**src/rtl/tile_queue_manager.sv**
```systemverilog
// Active-tile store with a preview queue, a swap-once hold slot and a five-step
// move-availability judge that probes the matrix memory one direction per cycle.
module tile_queue_manager #(
    parameter int tile_dim_p      = 4,
    parameter int preview_depth_p = 3,
    parameter int scene_width_p   = 10,
    parameter int scene_height_p  = 20,
    parameter int spawn_x_p       = 3,
    parameter int spawn_y_p       = 0,
    localparam int XW   = $clog2(scene_width_p),
    localparam int YW   = $clog2(scene_height_p),
    localparam int SW   = tile_dim_p * tile_dim_p,
    localparam int MW   = $clog2(tile_dim_p),
    localparam int CNTW = (preview_depth_p > 1) ? $clog2(preview_depth_p) : 1
) (
    input  logic                       clk_i,
    input  logic                       reset_i,
    input  logic                       empty_i,
    input  logic                       fetch_next_i,
    input  logic                       hold_i,
    input  logic [2:0]                 tile_type_i,
    input  logic [1:0]                 tile_angle_i,
    input  logic                       tile_type_v_i,
    input  logic [XW-1:0]              pos_x_i,
    input  logic [YW-1:0]              pos_y_i,
    input  logic                       pos_v_i,
    output logic [XW-1:0]              pos_x_o,
    output logic [YW-1:0]              pos_y_o,
    output logic [SW-1:0]              shape_o,
    output logic [2:0]                 type_o,
    output logic [1:0]                 angle_o,
    output logic                       is_empty_o,
    output logic [3*preview_depth_p-1:0]  preview_type_o,
    output logic [2*preview_depth_p-1:0]  preview_angle_o,
    output logic [SW*preview_depth_p-1:0] preview_shape_o,
    output logic [2:0]                 hold_type_o,
    output logic                       hold_allowed_o,
    output logic [4:0]                 move_avail_o,
    output logic                       tile_in_game_area_o,
    output logic                       ready_o,
    output logic [XW-1:0]              mm_x_o,
    output logic [YW-1:0]              mm_y_o,
    input  logic [SW-1:0]              mm_data_i,
    output logic [4:0]                 rom_addr_o,
    input  logic [SW-1:0]              rom_shape_i,
    input  logic [MW-1:0]              rom_min_y_i,
    input  logic [4:0]                 random_i
);

    typedef enum logic [3:0] {
        S_FILL, S_IDLE, S_POP, S_HOLD, S_JL, S_JR, S_JD, S_JCW, S_JCCW
    } state_t;

    state_t          state_q, state_d;
    logic [CNTW-1:0] fill_cnt_q, fill_cnt_d;
    logic [2:0]      type_q, type_d;
    logic [1:0]      angle_q, angle_d;
    logic [XW-1:0]   pos_x_q, pos_x_d;
    logic [YW-1:0]   pos_y_q, pos_y_d;
    logic [SW-1:0]   shape_q, shape_d;
    logic [MW-1:0]   min_y_q, min_y_d;
    logic            in_area_q, in_area_d;
    logic [4:0]      move_q, move_d;
    logic [2:0]      hold_q, hold_d;
    logic            hold_ok_q, hold_ok_d;

    logic [2:0]      q_type_q  [preview_depth_p];
    logic [2:0]      q_type_d  [preview_depth_p];
    logic [1:0]      q_angle_q [preview_depth_p];
    logic [1:0]      q_angle_d [preview_depth_p];
    logic [SW-1:0]   q_shape_q [preview_depth_p];
    logic [SW-1:0]   q_shape_d [preview_depth_p];
    logic [MW-1:0]   q_miny_q  [preview_depth_p];
    logic [MW-1:0]   q_miny_d  [preview_depth_p];

    logic [4:0]      rand_w;
    logic            hold_req, kill, do_pop, probe_free;
    logic [SW-1:0]   judge_shape;

    function automatic logic in_area_f(input logic [YW-1:0] y, input logic [MW-1:0] m);
        return ((YW+1)'(y) + (YW+1)'(m)) < (YW+1)'(scene_height_p);
    endfunction

    assign rand_w   = (random_i[4:2] == 3'd0) ? {3'b111, random_i[1:0]} : random_i;
    assign hold_req = hold_i && hold_ok_q && (type_q != 3'd0);
    assign kill     = empty_i && (state_q != S_FILL);

    always_ff @(posedge clk_i) begin
        if (reset_i) state_q <= S_FILL;
        else         state_q <= state_d;
    end

    always_comb begin
        state_d = state_q;
        case (state_q)
            S_FILL:  if (fill_cnt_q == CNTW'(preview_depth_p - 1)) state_d = S_IDLE;
            S_IDLE: begin
                if (tile_type_v_i || pos_v_i) state_d = S_JL;
                else if (hold_req)            state_d = S_HOLD;
                else if (fetch_next_i)        state_d = S_POP;
            end
            S_POP, S_HOLD: state_d = S_JL;
            S_JL:    state_d = S_JR;
            S_JR:    state_d = S_JD;
            S_JD:    state_d = S_JCW;
            S_JCW:   state_d = S_JCCW;
            default: state_d = S_IDLE;
        endcase
        if (kill) state_d = S_IDLE;
    end

    always_comb begin
        ready_o    = (state_q == S_IDLE);
        mm_x_o     = pos_x_q;
        mm_y_o     = pos_y_q;
        rom_addr_o = {type_q, angle_q};
        case (state_q)
            S_FILL, S_POP: rom_addr_o = rand_w;
            S_HOLD:  rom_addr_o = (hold_q == 3'd0) ? rand_w : {hold_q, 2'b00};
            S_IDLE:  rom_addr_o = {tile_type_i, tile_angle_i};
            S_JL:    mm_x_o = pos_x_q - XW'(1);
            S_JR:    mm_x_o = pos_x_q + XW'(1);
            S_JD:    mm_y_o = pos_y_q + YW'(1);
            S_JCW:   rom_addr_o = {type_q, angle_q + 2'd1};
            S_JCCW:  rom_addr_o = {type_q, angle_q - 2'd1};
            default: ;
        endcase
    end

    // Rotation checks test the ROM's rotated shape at the current position.
    assign judge_shape = (state_q == S_JCW || state_q == S_JCCW) ? rom_shape_i : shape_q;
    assign probe_free  = ~|(mm_data_i & judge_shape);

    always_comb begin
        fill_cnt_d = fill_cnt_q;
        type_d     = type_q;
        angle_d    = angle_q;
        pos_x_d    = pos_x_q;
        pos_y_d    = pos_y_q;
        shape_d    = shape_q;
        min_y_d    = min_y_q;
        in_area_d  = in_area_q;
        move_d     = move_q;
        hold_d     = hold_q;
        hold_ok_d  = hold_ok_q;
        q_type_d   = q_type_q;
        q_angle_d  = q_angle_q;
        q_shape_d  = q_shape_q;
        q_miny_d   = q_miny_q;
        do_pop     = (state_q == S_POP) || (state_q == S_HOLD && hold_q == 3'd0);
        if (kill) begin
            type_d    = '0;
            angle_d   = '0;
            pos_x_d   = '0;
            pos_y_d   = '0;
            shape_d   = '0;
            min_y_d   = '0;
            in_area_d = 1'b0;
            move_d    = '0;
        end else begin
            case (state_q)
                S_FILL: begin
                    q_type_d[fill_cnt_q]  = rand_w[4:2];
                    q_angle_d[fill_cnt_q] = rand_w[1:0];
                    q_shape_d[fill_cnt_q] = rom_shape_i;
                    q_miny_d[fill_cnt_q]  = rom_min_y_i;
                    fill_cnt_d            = fill_cnt_q + CNTW'(1);
                end
                S_IDLE: begin
                    if (tile_type_v_i) begin
                        type_d  = tile_type_i;
                        angle_d = tile_angle_i;
                        shape_d = rom_shape_i;
                        min_y_d = rom_min_y_i;
                    end
                    if (pos_v_i) begin
                        pos_x_d = pos_x_i;
                        pos_y_d = pos_y_i;
                    end
                    if (tile_type_v_i || pos_v_i)
                        in_area_d = in_area_f(pos_v_i ? pos_y_i : pos_y_q,
                                              pos_v_i ? min_y_q : rom_min_y_i);
                end
                S_HOLD: begin
                    if (hold_q != 3'd0) begin
                        type_d  = hold_q;
                        angle_d = 2'd0;
                        shape_d = rom_shape_i;
                        min_y_d = rom_min_y_i;
                    end
                end
                S_JL:    move_d[0] = probe_free;
                S_JR:    move_d[1] = probe_free;
                S_JD:    move_d[2] = probe_free;
                S_JCW:   move_d[3] = probe_free;
                S_JCCW:  move_d[4] = probe_free;
                default: ;
            endcase
            if (do_pop) begin
                type_d  = q_type_q[0];
                angle_d = q_angle_q[0];
                shape_d = q_shape_q[0];
                min_y_d = q_miny_q[0];
                for (int i = 0; i < preview_depth_p - 1; i++) begin
                    q_type_d[i]  = q_type_q[i+1];
                    q_angle_d[i] = q_angle_q[i+1];
                    q_shape_d[i] = q_shape_q[i+1];
                    q_miny_d[i]  = q_miny_q[i+1];
                end
                q_type_d[preview_depth_p-1]  = rand_w[4:2];
                q_angle_d[preview_depth_p-1] = rand_w[1:0];
                q_shape_d[preview_depth_p-1] = rom_shape_i;
                q_miny_d[preview_depth_p-1]  = rom_min_y_i;
            end
            if (state_q == S_POP) hold_ok_d = 1'b1;
            if (state_q == S_HOLD) begin
                hold_d    = type_q;
                hold_ok_d = 1'b0;
            end
            if (state_q == S_POP || state_q == S_HOLD) begin
                pos_x_d   = XW'(spawn_x_p);
                pos_y_d   = YW'(spawn_y_p);
                in_area_d = in_area_f(YW'(spawn_y_p), min_y_d);
            end
        end
    end

    always_ff @(posedge clk_i) begin
        if (reset_i) begin
            fill_cnt_q <= '0;
            type_q     <= '0;
            angle_q    <= '0;
            pos_x_q    <= '0;
            pos_y_q    <= '0;
            shape_q    <= '0;
            min_y_q    <= '0;
            in_area_q  <= 1'b0;
            move_q     <= '0;
            hold_q     <= '0;
            hold_ok_q  <= 1'b1;
            for (int i = 0; i < preview_depth_p; i++) begin
                q_type_q[i]  <= '0;
                q_angle_q[i] <= '0;
                q_shape_q[i] <= '0;
                q_miny_q[i]  <= '0;
            end
        end else begin
            fill_cnt_q <= fill_cnt_d;
            type_q     <= type_d;
            angle_q    <= angle_d;
            pos_x_q    <= pos_x_d;
            pos_y_q    <= pos_y_d;
            shape_q    <= shape_d;
            min_y_q    <= min_y_d;
            in_area_q  <= in_area_d;
            move_q     <= move_d;
            hold_q     <= hold_d;
            hold_ok_q  <= hold_ok_d;
            q_type_q   <= q_type_d;
            q_angle_q  <= q_angle_d;
            q_shape_q  <= q_shape_d;
            q_miny_q   <= q_miny_d;
        end
    end

    generate
        for (genvar gi = 0; gi < preview_depth_p; gi++) begin : g_preview
            assign preview_type_o[gi*3 +: 3]    = q_type_q[gi];
            assign preview_angle_o[gi*2 +: 2]   = q_angle_q[gi];
            assign preview_shape_o[gi*SW +: SW] = q_shape_q[gi];
        end
    endgenerate

    assign pos_x_o             = pos_x_q;
    assign pos_y_o             = pos_y_q;
    assign shape_o             = shape_q;
    assign type_o              = type_q;
    assign angle_o             = angle_q;
    assign is_empty_o          = (type_q == 3'd0);
    assign hold_type_o         = hold_q;
    assign hold_allowed_o      = hold_ok_q;
    assign move_avail_o        = move_q;
    assign tile_in_game_area_o = in_area_q;

endmodule

```
**config.mk**
```make
export PLATFORM = sky130hd
export DESIGN_NAME = tile_queue_manager
export DESIGN_NICKNAME = d
export VERILOG_FILES = /design/src/rtl/tile_queue_manager.sv
export SDC_FILE = /design/constraint.sdc
export NUM_CORES = 1
export LEC_CHECK = 0
export CORE_ASPECT_RATIO = 1.5
export CORE_UTILIZATION = 52
export CTS_BUF_LIST = sky130_fd_sc_hd__clkbuf_2
export DETAILED_ROUTE_END_ITERATION = 10
export GPL_TIMING_DRIVEN = 0
export PLACE_DENSITY = 0.94
export SYNTH_ARGS = -nofsm -noshare
export SYNTH_HDL_FRONTEND = slang
export SYNTH_SLANG_ARGS = --single-unit
```
**constraint.sdc**
```tcl
create_clock -name clk_i -period 6.6 [get_ports clk_i]
set_input_delay 1.98 -clock clk_i [delete_from_list [all_inputs] [get_ports clk_i]]
set_output_delay 1.98 -clock clk_i [all_outputs]
set_load 0.1 [all_outputs]
```
==> run summary <==
outcome - complete, no violations
row count - 47
CTS Hold Buffers Added - 0
flops & latches, synth - 117
initial antenna violation count - 1
# setup viols final - 0
RSZ-0062 raised after global routing - false
drt pass-1 iters - 10
WL met3 - 2100 um
setup TNS - 0 ns
Routed WL - 21,000 um
GRT Total Usage - 36.9%
drt initial violations - 817
Most used DFF post-synth - dfxtp_1
relative slew slack - 28.9%
Clock Path Buffers - 2
Gate Count Post-Synth - 715
Worst Hold Launch - move_avail_o[3]
clock sink total - 117
critical path type - in2out
RR Startpoint - state_q[3]
DR top layer - met4
Mapped Area - 5830 um^2
total power - 4.53 mW
list of most frequent post-synthesis cells - nor2_1 (123), dfxtp_1 (117), nand2_1 (92)
nets - 978
worst slew pin tran - 1.07 ns
GP Congestion - 0.948
P per Cell Area - 563 nW/um^2
WL per Instance - 19.6 um
asr flop ratio synth - 0%
Post-synth EDFFs - 0
YS warnings - 0
r2r setup slk - 3.29 ns
Num CTS Buffers - 17
IO Pins - 179
dpl hpwl - 16,000 um
detailed-route via count - 6,797
hold crit path type - reg2reg
vias in the first global route - 6,556
Die W - 88.4 um
Final Skew - 0.0377 ns
ranking of synthesized cells by area - dfxtp_1 (40%), nor2_1 (7.9%), a311oi_1 (7.4%), nand2_1 (5.9%), mux2i_1 (5.5%)
routed wl met2 - 10,700 um
Max-cap violations - 0
met1 WL - 6910 um
DRC - 0
crit path max fanout - 2
Unique masters post-synth - 52
CTS H-tree lvls - 4
leak pwr - 2.94 nW
DIE AREA - 11,600 um^2
VDD IR-drop max - 0.462 mV
global-route wire length before repair - 32,800 um
GR Overflow Total - 0
Reg2Reg Depth - 8
final hold viol count - 0
Final min period - 6.27 ns
largest net degree at the start of global routing - 17
arrival time worst endpoint - 4.29 ns
Min-Delay Endpoint - move_avail_o[3]
Seq/Total Area, Yosys - 40.2%
fin. max-slew vios - 0
fraction of final layout cells sized beyond drive strength 1 - 5.53%
core area - 11,000 um^2
Worst-Skew Late Latency - 0.73 ns
TritonCTS clock tree - done
Final Cycle Share - 95.0%
Buffers on Ports - 176
top cell type's share of synthesized area - 40.2%
Avg Inst Size Synth - 8.15 um^2
Layout area overhead - 37.8%
Setup crit end kind - output port
vias per inst - 6.35
Root Driver - clkbuf_2
post-synth top area cell - dfxtp_1
WHS Path Cells - 2
count leader, synth - nor2_1
required time of the critical path - 4.62 ns
Chip Height - 132 um
Initial Util - 53.0%
post-route antenna net violation count - 0
CTS clk-pin slew, worst paths - 0.17 ns
Post-Syn Nets - 783
CP Launch Type - input pin
fmax - 159 MHz
R2R Path End - preview_shape_o[27]
[metrics by stage]
step	hold slack [ns]	utilization, %	cells	cell area (um^2)	setup slack, ns
floorplan	0.453	-	715	5830	0.777
global placement	0.454	70.7	1038	7770	0.462
detailed placement	0.464	70.7	1038	7770	0.472
CTS	0.484	73.0	1070	8030	0.0451
global route	0.506	73.1	1071	8030	0.0526
finish	0.478	73.1	1071	8030	0.330
[routing by layer]
metal / up-vias / global-route usage, %
li1: 3030 / -
met1: 3116 / 40.1
met2: 517 / 62.2
met3: 134 / 7.60
met4: 0 / 25.1
met5: - / 0
[worst max-delay path by stage]
stage / depth (start not counted) / startpoint / end / slack, ns
floorplan: 10 / state_q[2] / mm_x_o[3] / 0.78
detailed placement: 6 / tile_angle_i[1] / rom_addr_o[1] / 0.47
global route: 12 / state_q[2] / mm_x_o[3] / 0.05
CTS: 9 / state_q[2] / mm_x_o[2] / 0.05
finish: 6 / tile_angle_i[1] / rom_addr_o[1] / 0.33
global placement: 6 / tile_angle_i[1] / rom_addr_o[1] / 0.46
[sequential cells by signal, summed over array words and instances (netlist names)]
register / count
preview_shape_o: 48
shape_o: 16
preview_type_o: 9
preview_angle_o: 6
q_miny_q: 6
move_avail_o: 5
pos_y_o: 5
pos_x_o: 4
state_q: 4
hold_type_o: 3
type_o: 3
angle_o: 2
fill_cnt_q: 2
min_y_q: 2
hold_allowed_o: 1
tile_in_game_area_o: 1
[cell usage in the layout, fill, tap and decap left out, types with 3 or more instances in the layout]
cell / n
a22oi_1: 6
mux2i_1: 32
xor2_1: 3
or2_2: 7
buf_1: 5
ha_1: 7
o221ai_1: 10
nand3b_1: 4
a211oi_1: 7
o31ai_1: 4
mux2_2: 8
xnor2_1: 7
nand3_1: 44
nor2b_1: 8
clkinv_2: 3
bufinv_16: 4
dfxtp_1: 117
nor2_1: 123
a21o_1: 3
nor3_1: 7
a311oi_1: 49
clkbuf_1: 49
clkinv_1: 5
inv_1: 11
a21oi_1: 31
clkdlybuf4s50_1: 173
a31oi_1: 9
nand2_1: 92
o21ai_0: 14
clkbuf_2: 19
a222oi_1: 20
nand4_1: 4
and2_1: 3
[cells by family after synthesis]
kind of cell | Yosys count | share of synthesized area [%]
multiplexers | 41 | 7.30
AND/OR/NAND/NOR | 302 | 22.5
buffers and inverters | 68 | 4.66
adder cells (fa/ha/maj) | 8 | 1.85
XOR/XNOR | 10 | 1.50
flip-flops | 117 | 40.2
AO/OA/AOI/OAI | 169 | 22.0
[worst max-delay path, cell delays in order]
cell,delay (ns)
clkdlybuf4s50_1,0.51
a21oi_1,0.10
a21oi_1,0.15
o21ai_0,0.13
a21oi_1,0.24
clkdlybuf4s50_1,1.18
[report_power, final]
| part | internal (mW) | leakage [nW] | switching, mW |
|---|---|---|---|
| registers | 0.895 | 0.955 | 0.183 |
| logic | 0.723 | 1.82 | 2.21 |
| clock network | 0.245 | 0.159 | 0.273 |
[layout make-up]
cell class / instances / area, um^2
plain buffers: 57 / 230
fillers: 840 / 2960
clock inverters: 13 / 163
multi-input cells: 530 / 3210
well taps: 147 / 184
flip-flops and latches: 117 / 2340
inverters: 11 / 41.3
diodes: 1 / 2.50
clock buffers: 19 / 95.1
repair buffers: 176 / 1760
[repair_timing]
action                     CTS  global route
pin swaps                    0             0
cloned                       0             0
resized for setup            3             5
setup endpoints to repair    1             3
buffers inserted             0             0
Note: power is estimated with default switching activity, not from simulation.
